[config.mk]
export PLATFORM = sky130hd
export DESIGN_NAME = uart_alu_intf_flat
export DESIGN_NICKNAME = d
export VERILOG_FILES = /design/src/rtl/uart_alu_intf_pkg.sv /design/src/rtl/uart_alu_intf_if.sv /design/src/rtl/uart_alu_intf_timer.sv /design/src/rtl/uart_alu_intf.sv /design/src/flat_wrapper.sv
export SDC_FILE = /design/constraint.sdc
export NUM_CORES = 1
export LEC_CHECK = 0
export CORE_MARGIN = 3
export CORE_UTILIZATION = 40
export CTS_CLUSTER_SIZE = 40
export DETAILED_ROUTE_END_ITERATION = 10
export PLACE_DENSITY_LB_ADDON = 0.2
export SLEW_MARGIN = 20
export SYNTH_ARGS = -nofsm -noshare
export SYNTH_HDL_FRONTEND = slang
export SYNTH_SLANG_ARGS = --single-unit
[constraint.sdc]
create_clock -name i_Clock -period 2.32 [get_ports i_Clock]
set_input_delay 0.464 -clock i_Clock [delete_from_list [all_inputs] [get_ports i_Clock]]
set_output_delay 0.464 -clock i_Clock [all_outputs]
set_load 0.005 [all_outputs]
[src/rtl/uart_alu_intf_pkg.sv]
// Shared definitions for the UART <-> ALU sequencer: opcodes, FSM states and sizing helpers.
package uart_alu_intf_pkg;

    localparam int unsigned NbDataDef = 8;
    localparam int unsigned NbOpDef   = 6;

    localparam logic [5:0] OpAdd = 6'b100000;
    localparam logic [5:0] OpSub = 6'b100010;
    localparam logic [5:0] OpAnd = 6'b100100;
    localparam logic [5:0] OpOr  = 6'b100101;
    localparam logic [5:0] OpXor = 6'b100110;
    localparam logic [5:0] OpNor = 6'b100111;
    localparam logic [5:0] OpSra = 6'b000011;
    localparam logic [5:0] OpSrl = 6'b000010;

    typedef enum logic [2:0] {
        StGetA,
        StGetB,
        StGetOp,
        StCalc,
        StSend,
        StWaitTx
    } state_e;

    // A zero cycle count disables the timer, but the counter still needs one bit.
    function automatic int unsigned timer_width(input int unsigned cycles);
        return (cycles == 0) ? 1 : $clog2(cycles + 1);
    endfunction

endpackage

[src/rtl/uart_alu_intf_if.sv]
// Bundle of RX/TX/ALU handshake signals between the sequencer (master) and its surroundings (slave).
interface uart_alu_intf_if #(
    parameter int unsigned NB_DATA = 8,
    parameter int unsigned NB_OP   = 6
) ();

    logic               rx_to_intf_done;
    logic [NB_DATA-1:0] rx_to_intf_data;
    logic               tx_to_intf_active;
    logic               tx_to_intf_done;
    logic [NB_DATA-1:0] i_alu_result;
    logic [NB_DATA-1:0] o_alu_a;
    logic [NB_DATA-1:0] o_alu_b;
    logic [NB_OP-1:0]   o_alu_op;
    logic               tx_start;
    logic [NB_DATA-1:0] intf_to_tx_result;
    logic               o_timeout;
    logic               o_overrun;

    modport master (
        input  rx_to_intf_done,
        input  rx_to_intf_data,
        input  tx_to_intf_active,
        input  tx_to_intf_done,
        input  i_alu_result,
        output o_alu_a,
        output o_alu_b,
        output o_alu_op,
        output tx_start,
        output intf_to_tx_result,
        output o_timeout,
        output o_overrun
    );

    modport slave (
        output rx_to_intf_done,
        output rx_to_intf_data,
        output tx_to_intf_active,
        output tx_to_intf_done,
        output i_alu_result,
        input  o_alu_a,
        input  o_alu_b,
        input  o_alu_op,
        input  tx_start,
        input  intf_to_tx_result,
        input  o_timeout,
        input  o_overrun
    );

endinterface

[src/rtl/uart_alu_intf_timer.sv]
// Inter-byte idle timer: counts while enabled, restarts on clear or when disabled,
// and flags expiry on the last allowed idle cycle.
module uart_alu_intf_timer #(
    parameter int unsigned TIMEOUT_CYCLES = 1_000_000,
    parameter int unsigned CntWidth       = 20
) (
    input  logic clk_i,
    input  logic rst_ni,
    input  logic clr_i,
    input  logic en_i,
    output logic expire_o
);

    localparam int unsigned   LastVal = (TIMEOUT_CYCLES == 0) ? 0 : TIMEOUT_CYCLES - 1;
    localparam logic [CntWidth-1:0] LastCnt = CntWidth'(LastVal);

    logic [CntWidth-1:0] cnt_q, cnt_d;

    assign expire_o = (TIMEOUT_CYCLES != 0) && en_i && (cnt_q == LastCnt);

    always_comb begin
        cnt_d = cnt_q;
        if (clr_i || !en_i) begin
            cnt_d = '0;
        end else if (!expire_o) begin
            cnt_d = cnt_q + 1'b1;
        end
    end

    always_ff @(posedge clk_i or negedge rst_ni) begin
        if (!rst_ni) begin
            cnt_q <= '0;
        end else begin
            cnt_q <= cnt_d;
        end
    end

endmodule

[src/rtl/uart_alu_intf.sv]
// Collects A, B and opcode bytes from UART RX, feeds them registered to the ALU, and sends
// the ALU result back on UART TX. Guards a frame with an inter-byte timeout.
module uart_alu_intf
    import uart_alu_intf_pkg::*;
#(
    parameter int unsigned NB_DATA        = NbDataDef,
    parameter int unsigned NB_OP          = NbOpDef,
    parameter int unsigned TIMEOUT_CYCLES = 1_000_000
) (
    input  logic              i_Clock,
    input  logic              i_reset,
    uart_alu_intf_if.master   bus
);

    localparam int unsigned CntWidth = timer_width(TIMEOUT_CYCLES);

    state_e             state_q, state_d;
    logic [NB_DATA-1:0] a_q, a_d;
    logic [NB_DATA-1:0] b_q, b_d;
    logic [NB_OP-1:0]   op_q, op_d;
    logic [NB_DATA-1:0] res_q, res_d;
    logic               tx_start;
    logic               timeout;
    logic               overrun;
    logic               tmr_clr;
    logic               tmr_en;
    logic               tmr_expire;

    uart_alu_intf_timer #(
        .TIMEOUT_CYCLES (TIMEOUT_CYCLES),
        .CntWidth       (CntWidth)
    ) u_timer (
        .clk_i    (i_Clock),
        .rst_ni   (i_reset),
        .clr_i    (tmr_clr),
        .en_i     (tmr_en),
        .expire_o (tmr_expire)
    );

    assign tmr_en = (state_q == StGetB) || (state_q == StGetOp);

    always_comb begin
        state_d  = state_q;
        a_d      = a_q;
        b_d      = b_q;
        op_d     = op_q;
        res_d    = res_q;
        tx_start = 1'b0;
        timeout  = 1'b0;
        overrun  = 1'b0;
        tmr_clr  = 1'b0;
        unique case (state_q)
            StGetA: begin
                if (bus.rx_to_intf_done) begin
                    a_d     = bus.rx_to_intf_data;
                    state_d = StGetB;
                end
            end
            // An arriving byte takes priority over a coincident expiry.
            StGetB: begin
                if (bus.rx_to_intf_done) begin
                    b_d     = bus.rx_to_intf_data;
                    tmr_clr = 1'b1;
                    state_d = StGetOp;
                end else if (tmr_expire) begin
                    timeout = 1'b1;
                    state_d = StGetA;
                end
            end
            StGetOp: begin
                if (bus.rx_to_intf_done) begin
                    op_d    = bus.rx_to_intf_data[NB_OP-1:0];
                    state_d = StCalc;
                end else if (tmr_expire) begin
                    timeout = 1'b1;
                    state_d = StGetA;
                end
            end
            StCalc: begin
                overrun = bus.rx_to_intf_done;
                res_d   = bus.i_alu_result;
                state_d = StSend;
            end
            StSend: begin
                overrun = bus.rx_to_intf_done;
                if (!bus.tx_to_intf_active) begin
                    tx_start = 1'b1;
                    state_d  = StWaitTx;
                end
            end
            StWaitTx: begin
                overrun = bus.rx_to_intf_done;
                if (bus.tx_to_intf_done) begin
                    state_d = StGetA;
                end
            end
            default: state_d = StGetA;
        endcase
    end

    always_ff @(posedge i_Clock or negedge i_reset) begin
        if (!i_reset) begin
            state_q <= StGetA;
            a_q     <= '0;
            b_q     <= '0;
            op_q    <= '0;
            res_q   <= '0;
        end else begin
            state_q <= state_d;
            a_q     <= a_d;
            b_q     <= b_d;
            op_q    <= op_d;
            res_q   <= res_d;
        end
    end

    assign bus.o_alu_a           = a_q;
    assign bus.o_alu_b           = b_q;
    assign bus.o_alu_op          = op_q;
    assign bus.intf_to_tx_result = res_q;
    assign bus.tx_start          = tx_start;
    assign bus.o_timeout         = timeout;
    assign bus.o_overrun         = overrun;

endmodule

[src/flat_wrapper.sv]
// flat-port wrapper written by rule: the top's interface ports become plain ports
module uart_alu_intf_flat import uart_alu_intf_pkg::*;
#(
    parameter int unsigned NB_DATA        = NbDataDef,
    parameter int unsigned NB_OP          = NbOpDef,
    parameter int unsigned TIMEOUT_CYCLES = 1_000_000
)
  (i_Clock, i_reset, bus_rx_to_intf_done, bus_rx_to_intf_data, bus_tx_to_intf_active, bus_tx_to_intf_done, bus_i_alu_result, bus_o_alu_a, bus_o_alu_b, bus_o_alu_op, bus_tx_start, bus_intf_to_tx_result, bus_o_timeout, bus_o_overrun);
  uart_alu_intf_if #(.NB_DATA(NB_DATA), .NB_OP(NB_OP)) bus_i ();
  input  logic i_Clock;
  input  logic i_reset;
  input wire logic [$bits(bus_i.rx_to_intf_done)-1:0] bus_rx_to_intf_done;
  input wire logic [$bits(bus_i.rx_to_intf_data)-1:0] bus_rx_to_intf_data;
  input wire logic [$bits(bus_i.tx_to_intf_active)-1:0] bus_tx_to_intf_active;
  input wire logic [$bits(bus_i.tx_to_intf_done)-1:0] bus_tx_to_intf_done;
  input wire logic [$bits(bus_i.i_alu_result)-1:0] bus_i_alu_result;
  output wire logic [$bits(bus_i.o_alu_a)-1:0] bus_o_alu_a;
  output wire logic [$bits(bus_i.o_alu_b)-1:0] bus_o_alu_b;
  output wire logic [$bits(bus_i.o_alu_op)-1:0] bus_o_alu_op;
  output wire logic [$bits(bus_i.tx_start)-1:0] bus_tx_start;
  output wire logic [$bits(bus_i.intf_to_tx_result)-1:0] bus_intf_to_tx_result;
  output wire logic [$bits(bus_i.o_timeout)-1:0] bus_o_timeout;
  output wire logic [$bits(bus_i.o_overrun)-1:0] bus_o_overrun;
  assign bus_i.rx_to_intf_done = bus_rx_to_intf_done;
  assign bus_i.rx_to_intf_data = bus_rx_to_intf_data;
  assign bus_i.tx_to_intf_active = bus_tx_to_intf_active;
  assign bus_i.tx_to_intf_done = bus_tx_to_intf_done;
  assign bus_i.i_alu_result = bus_i_alu_result;
  assign bus_o_alu_a = bus_i.o_alu_a;
  assign bus_o_alu_b = bus_i.o_alu_b;
  assign bus_o_alu_op = bus_i.o_alu_op;
  assign bus_tx_start = bus_i.tx_start;
  assign bus_intf_to_tx_result = bus_i.intf_to_tx_result;
  assign bus_o_timeout = bus_i.o_timeout;
  assign bus_o_overrun = bus_i.o_overrun;
  uart_alu_intf #(.NB_DATA(NB_DATA), .NB_OP(NB_OP), .TIMEOUT_CYCLES(TIMEOUT_CYCLES)) u_core (.i_Clock(i_Clock), .i_reset(i_reset), .bus(bus_i));
endmodule
==> flow_metrics.env <==
export IMPL_syn_area_mm2=0.00238
export IMPL_worstSetupPathType="reg -> out"
export IMPL_postRouteAntennaNets=0
export IMPL_synthToLayoutAreaGrowth_pct=39.0
export IMPL_ctsRootBufferMaster="clkbuf_8"
export IMPL_vdd_drop_max_uv=560
export IMPL_cp_end_kind="output port"
export IMPL_wire_per_inst_um=13.6
export IMPL_place_port_buffers=53
export IMPL_whs_ns=0.162
export IMPL_cts_tree="yes"
export IMPL_drc_errors=0
export IMPL_synth_area_leaders="dfrtp_1 (56%), mux2_2 (14%), nor2_1 (4.1%), xnor2_1 (3.7%), xor2_1 (2.2%)"
export IMPL_dp_slack_ns=-0.0259
export IMPL_synthCells=204
export IMPL_fin_tns_setup_ns=0
export IMPL_cp_arrival_ns=1.75
export IMPL_outcome="complete, no violations"
export IMPL_setup_viol=0
export IMPL_rsz0062_at_grt="true"
export IMPL_die_w_um=83.2
export IMPL_fillers=469
export IMPL_p_per_area_mw_per_mm2=1030
export IMPL_cp_slowest_cell="or4_4"
export IMPL_yosysTopAreaCell="dfrtp_1"
export IMPL_worst_pin_slew_ns=0.616
export IMPL_fin_cells=359
export IMPL_final_setup_skew_ns=0.0103
export IMPL_grt_pass1_wl_mm=8.48
export IMPL_first_iter_violations=115
export IMPL_first_pass_iters=4
export IMPL_cap_violations=0
export IMPL_avgSynthCellArea_um2=11.7
export IMPL_clock_latency_ns=0.30
export IMPL_row_count=27
export IMPL_final_common_cell="dfrtp_1"
export IMPL_cpPeakStageDelay_ns=0.56
export IMPL_dieHeight_um=83.2
export IMPL_relSlewSlack_pct=58.9
export IMPL_die_area_mm2=0.00692
export IMPL_routed_via_count=1783
export IMPL_ys_types=31
export IMPL_final_cell_mix="dfrtp_1 (53), clkdlybuf4s50_1 (51), mux2_2 (30)"
export IMPL_cts_sinks=53
export IMPL_grt_antenna_before_repair=0
export IMPL_hold_path_class="in -> async"
export IMPL_grt_max_degree=29
export IMPL_yosys_warnings=0
export IMPL_crit_path_max_fanout=2
export IMPL_drive_above_1_share_pct=26.5
export IMPL_htreeDepth=2
export IMPL_leakagePower_uw=0.00138
export IMPL_cts_buffers=5
export IMPL_slew_viol_final=0
export IMPL_cp_cell_sequence="or4_4 -> nor4_4 -> nand2_1 -> nor2_1 -> buf_2"
export IMPL_fmax_mhz=451
export IMPL_top_level_ports=54
export IMPL_fin_crit_sh_pct=95.5
export IMPL_overflow=0
export IMPL_finalNetCount=308
export IMPL_diodes=0
export IMPL_seq_area_frac_synth_pct=55.6
export IMPL_grt_use_total_pct=14.9
export IMPL_placed_cells=345
export IMPL_holdBufCountCts=0
export IMPL_hold_violations=0
export IMPL_synth_seq_cells=53
export IMPL_worstPathRequired_ns=1.86
export IMPL_core_area_mm2=0.00564
export IMPL_post_dp_hpwl_mm=3.57
export IMPL_start_util_pct=42.3
export IMPL_grt_pass1_vias=1770
export IMPL_synth_top_area_share_pct=55.6
export IMPL_avgViaCountPerCell=4.97
export IMPL_min_period_ns=2.22
export IMPL_clk_pin_slew_ns=0.09
export IMPL_layout_setup_ws_ns=0.105
export IMPL_startpoint_type="flip-flop"
export IMPL_gp_congestion=0.744
export IMPL_r2r_cells=12
export IMPL_finalWirelength_mm=4.88
export IMPL_synth_nets=226
export IMPL_cts_path_max_buffers=2
-- flip-flops by register name, summed over array words and instances, names as in the netlist --
register / count
u_core.bus.intf_to_tx_result: 8
u_core.bus.o_alu_a: 8
u_core.bus.o_alu_b: 8
u_core.bus.o_alu_op: 6
u_core.state_q: 3
u_core.u_timer.cnt_q: 20
-- through the flow --
| step | utilization, % | instance area [um2] | total power, uW |
|---|---|---|---|
| after CTS | 58.6 | 3310 | 3470 |
| after global placement | 55.8 | 3150 | 2780 |
| after detailed placement | 55.8 | 3150 | 2820 |
| after floorplan | - | 2380 | 2000 |
| after global routing | 58.8 | 3320 | 3640 |
| final | 58.8 | 3320 | 3410 |
-- critical path: cells and delay by family, from the launching register on --
kind	cells	cell delay (ns)
buffers and inverters	1	0.12
and+or+nand+nor	4	0.96
DFF	1	0.39
-- layout make-up --
| class | instances | area (um2) | area share, % |
|---|---|---|---|
| Clock inverter | 2 | 37.5 | 1.13 |
| Timing Repair Buffer | 80 | 739 | 22.3 |
| Clock buffer | 6 | 82.6 | 2.49 |
| Inverter | 4 | 15.0 | 0.453 |
| Tap cell | 72 | 90.1 | 2.72 |
| Multi-Input combinational cell | 142 | 1020 | 30.9 |
| Sequential cell | 53 | 1330 | 40.0 |
-- kinds of logic (layout without fill, tap and decap cells) --
kind of cell | Yosys count | in the layout | synth area share [%]
and+or+nand+nor | 75 | 75 | 17.3
DFF | 53 | 53 | 55.6
muxes | 30 | 30 | 14.2
AOI/OAI and AO/OA | 20 | 20 | 4.93
xor gates and xnor gates | 16 | 16 | 5.88
buffers and inverters | 9 | 92 | 1.57
adders and majority gates | 1 | 1 | 0.525
-- synthesized netlist by cell type --
master     number
a211o_1         2
a21boi_0        3
a21oi_1        10
and4_2          1
buf_2           3
clkbuf_1        2
dfrtp_1        53
ha_1            1
inv_1           4
mux2_2         30
nand2_1        13
nand2b_1        4
nand3_1         9
nand3b_1        2
nand4_1         5
nand4_2         1
nand4bb_1       1
nor2_1         26
nor3_1          2
nor3_2          2
nor4_1          1
nor4_4          1
nor4b_2         1
o21ai_0         4
o31ai_1         1
or2_2           1
or3_1           3
or4_1           1
or4_4           1
xnor2_1        10
xor2_1          6
-- repair_timing --
action | 4_1_cts | 5_1_grt
gates resized for setup | 4 | 4
setup buffers | 6 | 0
setup endpoints to repair | 1 | 3
pin swaps | 3 | 1
-- power by group --
group	switching, uW	internal [uW]
clock	289	351
combinational	496	890
sequential	159	1230
-- final timing paths --
check / slack (ns) / endpoint / startpoint
min: 0.16 / u_core.bus.o_alu_a[2]$_DFFE_PN0P_ / i_reset
min in group i_Clock: 0.51 / u_core.bus.intf_to_tx_result[2]$_DFFE_PN0N_ / u_core.bus.intf_to_tx_result[2]$_DFFE_PN0N_
min reg2reg: 0.51 / u_core.bus.intf_to_tx_result[2]$_DFFE_PN0N_ / u_core.bus.intf_to_tx_result[2]$_DFFE_PN0N_
max in group asynchronous: 1.59 / u_core.u_timer.cnt_q[17]$_DFFE_PN0P_ / i_reset
max: 0.10 / bus_o_timeout / u_core.u_timer.cnt_q[15]$_DFFE_PN0P_
max reg2reg: 0.11 / u_core.u_timer.cnt_q[5]$_DFFE_PN0P_ / u_core.u_timer.cnt_q[15]$_DFFE_PN0P_
-- routing by layer --
metal | track usage, % | up-vias | part of all wire [%]
li1 | - | 871 | -
met1 | 19.9 | 866 | 47
met2 | 23.4 | 42 | 47
met3 | 4.17 | 4 | 4.7
met4 | 4.75 | 0 | 1.0
met5 | 0 | - | 0
(Power assumes the default switching activity.)
